[src/rtl/sram_req_arbiter_pkg.sv]
// Shared definitions for the SRAM request arbiter: requester IDs, the
// packed downstream command layout, lock FSM encoding and defaults.
package sram_req_arbiter_pkg;

  // Requester IDs stored in the order FIFO and used as the select value.
  localparam logic ARB_ID_INST = 1'b0;
  localparam logic ARB_ID_DATA = 1'b1;

  // wr + size + addr + wstrb + wdata
  localparam int SRAM_CMD_WD = 71;

  localparam int DEF_MAX_OUTST  = 4;
  localparam int DEF_STARVE_LIM = 3;

  typedef struct packed {
    logic        wr;
    logic [1:0]  size;
    logic [31:0] addr;
    logic [3:0]  wstrb;
    logic [31:0] wdata;
  } sram_cmd_t;

  // Lock FSM: OPEN re-arbitrates every cycle, HELD replays the captured
  // command until the downstream port accepts it.
  typedef enum logic {
    LK_OPEN = 1'b0,
    LK_HELD = 1'b1
  } lock_state_t;

  function automatic sram_cmd_t pack_cmd(input logic        wr,
                                         input logic [1:0]  size,
                                         input logic [31:0] addr,
                                         input logic [3:0]  wstrb,
                                         input logic [31:0] wdata);
    sram_cmd_t c;
    c.wr    = wr;
    c.size  = size;
    c.addr  = addr;
    c.wstrb = wstrb;
    c.wdata = wdata;
    return c;
  endfunction

endpackage

[src/rtl/arb_order_fifo.sv]
// One-bit-wide order FIFO recording which requester owns each
// accepted-but-unanswered downstream request. Pointers wrap naturally
// because DEPTH is a power of two.
module arb_order_fifo #(
  parameter int DEPTH = 4
) (
  input  logic clk,
  input  logic rst,
  input  logic push,
  input  logic push_id,
  input  logic pop,
  output logic full,
  output logic empty,
  output logic head
);

  localparam int PW = $clog2(DEPTH);
  localparam logic [PW:0] FULL_CNT = (PW + 1)'(DEPTH);

  logic [DEPTH-1:0] ids;
  logic [PW-1:0]    wr_ptr;
  logic [PW-1:0]    rd_ptr;
  logic [PW:0]      count;
  logic             do_push;
  logic             do_pop;

  assign do_push = push && !full;
  assign do_pop  = pop && !empty;

  // Storage write at the tail.
  always_ff @(posedge clk or posedge rst) begin
    if (rst) ids <= '0;
    else if (do_push) ids[wr_ptr] <= push_id;
  end

  // Pointer and occupancy tracking; simultaneous push/pop keeps count.
  always_ff @(posedge clk or posedge rst) begin
    if (rst) begin
      wr_ptr <= '0;
      rd_ptr <= '0;
      count  <= '0;
    end else begin
      if (do_push) wr_ptr <= wr_ptr + 1'b1;
      if (do_pop)  rd_ptr <= rd_ptr + 1'b1;
      case ({do_push, do_pop})
        2'b10:   count <= count + 1'b1;
        2'b01:   count <= count - 1'b1;
        default: count <= count;
      endcase
    end
  end

  assign full  = (count == FULL_CNT);
  assign empty = (count == '0);
  assign head  = ids[rd_ptr];

endmodule

[src/rtl/sram_req_arbiter.sv]
// Shares one SRAM-like port between the instruction-fetch and data-access
// requesters. Data has priority unless inst has been starved for
// STARVE_LIM cycles. A stalled downstream command is locked and replayed
// from a registered copy; an order FIFO routes responses back in order.
//
// Handshake: a request transfers when req && addr_ok are high in the same
// cycle; a response transfers in any cycle data_ok is high. Once mem_req is
// raised, mem_req and all mem_* command fields hold until mem_addr_ok.
module sram_req_arbiter
  import sram_req_arbiter_pkg::*;
#(
  parameter int MAX_OUTST  = DEF_MAX_OUTST,
  parameter int STARVE_LIM = DEF_STARVE_LIM
) (
  input  logic        clk,
  input  logic        reset,
  input  logic        inst_req,
  input  logic        inst_wr,
  input  logic [1:0]  inst_size,
  input  logic [31:0] inst_addr,
  input  logic [3:0]  inst_wstrb,
  input  logic [31:0] inst_wdata,
  output logic        inst_addr_ok,
  output logic        inst_data_ok,
  output logic [31:0] inst_rdata,
  input  logic        data_req,
  input  logic        data_wr,
  input  logic [1:0]  data_size,
  input  logic [31:0] data_addr,
  input  logic [3:0]  data_wstrb,
  input  logic [31:0] data_wdata,
  output logic        data_addr_ok,
  output logic        data_data_ok,
  output logic [31:0] data_rdata,
  output logic        mem_req,
  output logic        mem_wr,
  output logic [1:0]  mem_size,
  output logic [31:0] mem_addr,
  output logic [3:0]  mem_wstrb,
  output logic [31:0] mem_wdata,
  input  logic        mem_addr_ok,
  input  logic        mem_data_ok,
  input  logic [31:0] mem_rdata
);

  localparam int SW = $clog2(STARVE_LIM + 1);
  localparam logic [SW-1:0] STARVE_MAX = SW'(STARVE_LIM);

  lock_state_t   lock_state;
  lock_state_t   lock_next;
  logic          locked;
  logic          arb_sel;
  logic          sel;
  logic          sel_q;
  sram_cmd_t     inst_cmd;
  sram_cmd_t     data_cmd;
  sram_cmd_t     live_cmd;
  sram_cmd_t     cmd_q;
  sram_cmd_t     cmd;
  logic [SW-1:0] starve_cnt;
  logic          fifo_full;
  logic          fifo_empty;
  logic          fifo_head;
  logic          accept;
  logic          resp;
  logic          stall;

  assign inst_cmd = pack_cmd(inst_wr, inst_size, inst_addr, inst_wstrb, inst_wdata);
  assign data_cmd = pack_cmd(data_wr, data_size, data_addr, data_wstrb, data_wdata);

  // Unlocked arbitration: data first, inst on idle data or starvation.
  always_comb begin
    arb_sel = ARB_ID_DATA;
    if (inst_req && (!data_req || starve_cnt == STARVE_MAX)) arb_sel = ARB_ID_INST;
  end

  assign live_cmd = (arb_sel == ARB_ID_INST) ? inst_cmd : data_cmd;
  assign sel      = locked ? sel_q : arb_sel;
  assign cmd      = locked ? cmd_q : live_cmd;

  // A full order FIFO blocks issue even if a pop lands this cycle.
  assign mem_req   = (locked || inst_req || data_req) && !fifo_full && !reset;
  assign mem_wr    = cmd.wr;
  assign mem_size  = cmd.size;
  assign mem_addr  = cmd.addr;
  assign mem_wstrb = cmd.wstrb;
  assign mem_wdata = cmd.wdata;

  assign accept       = mem_req && mem_addr_ok;
  assign stall        = mem_req && !mem_addr_ok;
  assign inst_addr_ok = accept && (sel == ARB_ID_INST);
  assign data_addr_ok = accept && (sel == ARB_ID_DATA);

  // Responses with nothing outstanding are dropped.
  assign resp         = mem_data_ok && !fifo_empty && !reset;
  assign inst_data_ok = resp && (fifo_head == ARB_ID_INST);
  assign data_data_ok = resp && (fifo_head == ARB_ID_DATA);
  assign inst_rdata   = mem_rdata;
  assign data_rdata   = mem_rdata;

  // Lock FSM state register.
  always_ff @(posedge clk or posedge reset) begin
    if (reset) lock_state <= LK_OPEN;
    else       lock_state <= lock_next;
  end

  // Lock FSM next state: lock on a stalled issue, release on acceptance.
  always_comb begin
    lock_next = lock_state;
    case (lock_state)
      LK_OPEN: if (stall)  lock_next = LK_HELD;
      LK_HELD: if (accept) lock_next = LK_OPEN;
      default: lock_next = LK_OPEN;
    endcase
  end

  // Lock FSM outputs.
  always_comb begin
    locked = (lock_state == LK_HELD);
  end

  // Capture the winner and its command on the cycle the lock is taken.
  always_ff @(posedge clk or posedge reset) begin
    if (reset) begin
      sel_q <= ARB_ID_DATA;
      cmd_q <= '0;
    end else if (lock_state == LK_OPEN && stall) begin
      sel_q <= arb_sel;
      cmd_q <= live_cmd;
    end
  end

  // Starvation counter: counts denied inst cycles, saturating.
  always_ff @(posedge clk or posedge reset) begin
    if (reset) begin
      starve_cnt <= '0;
    end else if (!inst_req || inst_addr_ok) begin
      starve_cnt <= '0;
    end else if (starve_cnt != STARVE_MAX) begin
      starve_cnt <= starve_cnt + 1'b1;
    end
  end

  arb_order_fifo #(
    .DEPTH (MAX_OUTST)
  ) u_arb_order_fifo (
    .clk     (clk),
    .rst     (reset),
    .push    (accept),
    .push_id (sel),
    .pop     (resp),
    .full    (fifo_full),
    .empty   (fifo_empty),
    .head    (fifo_head)
  );

endmodule

[config.mk]
export PLATFORM = sky130hd
export DESIGN_NAME = sram_req_arbiter
export DESIGN_NICKNAME = d
export VERILOG_FILES = /design/src/rtl/sram_req_arbiter_pkg.sv /design/src/rtl/arb_order_fifo.sv /design/src/rtl/sram_req_arbiter.sv
export SDC_FILE = /design/constraint.sdc
export NUM_CORES = 1
export LEC_CHECK = 0
export CAP_MARGIN = 30
export CORE_MARGIN = 4
export CORE_UTILIZATION = 44
export DETAILED_ROUTE_END_ITERATION = 16
export PLACE_DENSITY_LB_ADDON = 0.1
export SLEW_MARGIN = 5
export SYNTH_ARGS = -nofsm -noshare
export SYNTH_HDL_FRONTEND = slang
export SYNTH_SLANG_ARGS = --single-unit
[constraint.sdc]
create_clock -name clk -period 11.79 [get_ports clk]
set_input_delay 2.9475 -clock clk [delete_from_list [all_inputs] [get_ports clk]]
set_output_delay 2.9475 -clock clk [all_outputs]
set_load 0.01 [all_outputs]
After elaboration in Yosys (flattened, before gate mapping). Cells that the tools add are included.

Mux-type cells: 15. Eq/ne operators: 5. Reduce and logical (&&, ||, !) cells: 28. Add/subtract/negate cells: 5. Bitwise operators: 3. Order comparisons: 3.

Operators with widths (number): 71-bit 2-to-1 mux (2); 1-bit logical AND (15); 2-bit by 1-bit adder with 2-bit output (second input constant) (3); 1-bit zero test (6); 2-bit by 3-bit < comparator with 1-bit output (second input constant) (2); 1-bit 2-to-1 mux (6); 3-bit case mux with 2 select lines (1); 4-bit bitwise mux (1); 2-bit equality test (second input constant) (2); 1-bit logical OR (4); 2-bit 2-to-1 mux (2); 2-bit nonzero test (2); 3-bit by 1-bit adder with 3-bit output (second input constant) (1); 3-bit equality test (second input constant) (1); 3-bit zero test (1); 1-bit inverter (3); 3-bit by 1-bit subtractor with 3-bit output (second input constant) (1); 1-bit binary-select mux with 2-bit select (1); 1-bit demux with 2-bit select (1); 2-bit by 1-bit equality test with 1-bit output (second input constant) (1); 2-bit by 1-bit greater-or-equal comparator with 1-bit output (second input constant) (1); 2-bit != test (second input constant) (1); 1-bit case mux with 2 select lines (1).

Word-level logic and storage cells: 71. Input port bits: 180. Bits in registers: 86.

Longest topological paths before layout.
Depth after elaboration: 9. Mapped depth: 12.

Cells and area by module. Synthesis repeated with hierarchy kept, for this count alone.

Cells, all modules: 737. Area total of the unflattened synthesis: 6374.9 um2.

Modules (own cells, without submodules): sram_req_arbiter (times used 1, area each 5765.5 um2, sequential area each 1878.1 um2, cells each 682); arb_order_fifo (times used 1, area each 609.3 um2, sequential area each 275.3 um2, cells each 55).

Least setup slack after synthesis. OpenSTA, ideal clock, no wires.

Path type: in2out. Start point: input port data_req. End point: output port mem_addr[30]. Stages: 6. Buffers on the path: 3. Arrival time: 4.013 ns. Setup slack: 4.829 ns. Data required time: 8.843 ns. Cell sequence: nor2b_1 -> buf_2 -> clkbuf_1 -> clkbuf_1 -> nand3b_1 -> a31oi_1.

Word-level cells in the longest chain between the ends: 5.

RTL lines: start, declared (line sram_req_arbiter.sv:26) `input logic data_req,`; 1-bit zero test (line sram_req_arbiter.sv:74) `if (inst_req && (!data_req || starve_cnt == STARVE_MAX)) arb_sel = ARB_ID_INST;`; 1-bit logical OR (line sram_req_arbiter.sv:74); 1-bit logical AND (line sram_req_arbiter.sv:74); 71-bit 2-to-1 mux (line sram_req_arbiter.sv:77) `assign live_cmd = (arb_sel == ARB_ID_INST) ? inst_cmd : data_cmd;`; 71-bit 2-to-1 mux (line sram_req_arbiter.sv:79) `assign cmd = locked ? cmd_q : live_cmd;`; end, declared (line sram_req_arbiter.sv:38) `output logic [31:0] mem_addr,`.

No other way between the ends.

Worst setup path in the final report.
Start point: input port inst_req. End point: output port data_addr_ok.

Word-level cells in the longest chain between the ends: 6. Elaborated cells between the ends (all ways): 9.

RTL lines: start, declared (line sram_req_arbiter.sv:17) `input logic inst_req,`; 1-bit logical OR (2 in a row) (line sram_req_arbiter.sv:82) `assign mem_req = (locked || inst_req || data_req) && !fifo_full && !reset;`; 1-bit logical AND (2 in a row) (line sram_req_arbiter.sv:82); 1-bit logical AND (line sram_req_arbiter.sv:89) `assign accept = mem_req && mem_addr_ok;`; 1-bit logical AND (*) (line sram_req_arbiter.sv:92) `assign data_addr_ok = accept && (sel == ARB_ID_DATA);`; end, declared (line sram_req_arbiter.sv:32) `output logic data_addr_ok,`.

Mark *: on every way between the ends. The rest lies on a longest branch, timed or not.

==> summary.txt <==
Power and ir drop
  • Clock network power share: 0.171
  • Sw Ratio: 0.376
  • P_sw: around 0.64 mW
  • Comb power frac: 0.516
  • Max VDD drop: 0.000161 V
  • Internal cell power: 1.05 mW
  • Static Leak: 2.91 nW
  • Sequential power share: 0.312
  • Cell area power density: 202 nW/um2

Timing
  • Worst rel slew slack: 0.355
  • Final Hold Vio Count: 0
  • Slew @ Worst Pin: 967 ps
  • PnR worst setup slack: 3000 ps
  • Clk_skew: 3.12 ps
  • Final setup fails: 0
  • Max Clock Freq: 114 MHz
  • Count of final max-slew check failures: 0
  • Setup_tns: 0 ps
  • Final Cycle Share: 0.745
  • Post-layout min period: between 8000 and 9000 ps
  • RSZ-0062 raised after global routing: no

Drt
  • Vias: 6298
  • ANT nets after route: 0
  • Final WL: 20200 um
  • Drc violations: 0
  • Post-DR vias/cell: ~6.3
  • 1st-iter DRT viols: ~470
  • First-pass DRT Iterations: 5
  • WL per Instance: 20.1 um

CTS
  • Root Buffer: clkbuf_16
  • Post-CTS Hold Buffers: 0
  • TritonCTS Buffers: 9
  • # resized after CTS: 0
  • Clk buf depth: 2
  • Worst-path clk slew: 60 ps
  • Clock sinks: 86
  • H-tree level count: 3
  • Clk_lat worst skew: about 340 ps
  • # Post-CTS Setup Buffers: 0
  • Clock tree from TritonCTS: built

Finish
  • Fill cell count: between 1000 and 1500
  • Layout area overhead: 31.8%
  • Most frequent cells in the layout: clkdlybuf4s50_1 (222), a31oi_1 (125), dfrtp_1 (85)
  • Post-route cell area: 8360 um2
  • Final design utilization: 0.598
  • Share of layout cells above drive strength 1: 0.0726
  • Commonest non-fill, non-tap cell in the layout: clkdlybuf4s50_1
  • Final nets: 1009
  • Ant. Diodes: 0
  • Non-Filler Instances: between 1000 and 1500

Synth
  • Gate Count Post-Synth: roughly 730
  • YS warnings: 0
  • Sequential cell area fraction in the yosys report: 0.340
  • Syn_nets: 918
  • Area leader, netlist: dfrtp_1
  • Leading post-synthesis cells by cell area: dfrtp_1 (34%), a31oi_1 (12%), a41oi_1 (9.8%)
  • Flops & latches, synth: 86
  • Dominant synthesized flop cell: dfrtp_1
  • Post-Syn Area: 6340 um2
  • Fraction of registers with async set/reset: 1.00
  • Post-Syn Area per Cell: 8.68 um2
  • Share of the synthesized area in the top cell type: 0.335
  • Cell variety after synth: 39
  • EDFF count, synth: 0

Critical path
  • Largest stage delay on the critical path: between 600 and 700 ps
  • Startpoint Class: input port
  • Crit end category: output pin
  • Worst path cell trace: buf_2, buf_4, or3_2, buf_4, and4_1, inv_1, nor2_1, clkdlybuf4s50_1
  • Arrival time worst endpoint: approximately 5800 ps
  • Worst-path maximum fanout: 75
  • CP most frequent cell: buf_4
  • WP data required: 8840 ps
  • Worst path slowest cell: buf_4
  • WS Path Type: input port to output pin

Floorplanning
  • Die height: 128 um
  • Core Box Area: 14000 um2
  • Row cnt: 43
  • IO Pins: 320
  • Initial core utilization: 0.453
  • DIE AREA: 16400 um2
  • Die width: 128 um

Min path
  • Worst min path class: flip-flop to flip-flop

GRT
  • Vias in the first global route: roughly 6300
  • Initial antenna violation count: 0
  • Tot GR Track Use: 0.241
  • Grt total ovfl: 0
  • Largest net degree at the start of global routing: 99
  • First-pass GRT wire length: 32700 um

Place
  • Quantity of I/O buffers inserted on ports: 223
  • Post-DP HPWL: 12800 um
  • Final Wtd Congestion: ~0.85
  • Placed instance area: 8010 um2
  • Placed cells: approximately 990
  • Dpl ws: 2980 ps

Run status
  • Status: finished clean

Flow run
  • Max-cap viol count: 0
==> per-stage QoR <==
stage | power (mW) | hold slack [ps]
3_5_place_dp | 1.40 | 479
6_report | 1.69 | 486
2_1_floorplan | 1.05 | 450
4_1_cts | 1.70 | 490
5_1_grt | 1.80 | 521
3_3_place_gp | 1.38 | 467
==> worst max-delay path: cells and delay by family <==
kind,cells,cell delay [ps]
simple gates,3,820
buf+inv,5,2050
==> final timing paths <==
kind / start / endpoint / slack, ps / cells past startpoint
worst max-delay path: inst_req / data_addr_ok / 3000 / 8
worst max register to register: flip-flop / u_arb_order_fifo.count[2] / 8730 / 10
worst min register to register: u_arb_order_fifo.rd_ptr[1] / u_arb_order_fifo.rd_ptr[1] / 490 / 1
min in group asynchronous: reset / u_arb_order_fifo.ids[3] / 3400 / 2
worst min-delay path: u_arb_order_fifo.rd_ptr[1] / u_arb_order_fifo.rd_ptr[1] / 490 / 1
max in group asynchronous: reset / sel_q / 7370 / 4
==> cell usage after synthesis (2+ instances only) <==
library cell    n
clkbuf_1       74
buf_4          64
ha_1            6
nor2b_1         2
a41oi_1        71
o21ai_0        72
mux2_2          4
nor4_1          4
nand3b_1       71
dfrtp_1        85
buf_1           3
nor2_1         75
buf_6          11
a211oi_1        2
mux2_4          2
mux2i_1         2
nor3_1          3
buf_2           2
a31oi_1       125
nand2_1         4
a31oi_2        17
nor3b_1         2
inv_1           8
xnor2_1         2
xor2_1          5
nand2b_1        2
==> final cells by class <==
type	count	area (um2)	share of cell area
multi-input cells	482	3270	0.391
flip-flops and latches	86	2150	0.258
clock inverters	4	45.0	0.00539
repair buffers	234	2370	0.284
inverters	9	38.8	0.00464
clock buffers	12	256	0.0307
well taps	180	225	0.0269
==> layer usage <==
metal  global-route usage  wire, um  up-vias
li1                     -         -     2925
met1                0.332      8640     3037
met2                0.374      9540      295
met3               0.0538      1540       41
met4               0.0849       483        0
met5                    0         0        -
==> flip-flops by register name, summed over array words and instances (netlist names), named ones only <==
name and cells:
cmd_q 71, u_arb_order_fifo.ids 4, u_arb_order_fifo.count 3, starve_cnt 2, u_arb_order_fifo.rd_ptr 2, u_arb_order_fifo.wr_ptr 2
sel_q 1
==> power by group through the flow <==
| stage | registers, mW | clock network, mW | logic, mW |
|---|---|---|---|
| finish | 0.528 | 0.289 | 0.872 |
| global route | 0.545 | 0.308 | 0.951 |
| CTS | 0.527 | 0.298 | 0.872 |
| detailed placement | 0.530 | 0 | 0.869 |
| global placement | 0.522 | 0 | 0.856 |
| floorplan | 0.507 | 0 | 0.547 |
==> cell families (layout without fill, tap and decap cells) <==
group                      after synthesis  in the layout  share of synthesized area
xor gates and xnor gates                 7              7                    0.00967
muxes                                    9              9                     0.0185
buffers and inverters                  163            259                      0.148
adders and majority gates                7              7                     0.0150
and+or+nand+nor                        169            169                      0.152
DFF                                     86             86                      0.340
AOI/OAI and AO/OA                      290            290                      0.318
No activity file was read; power rests on OpenSTA's default activity.
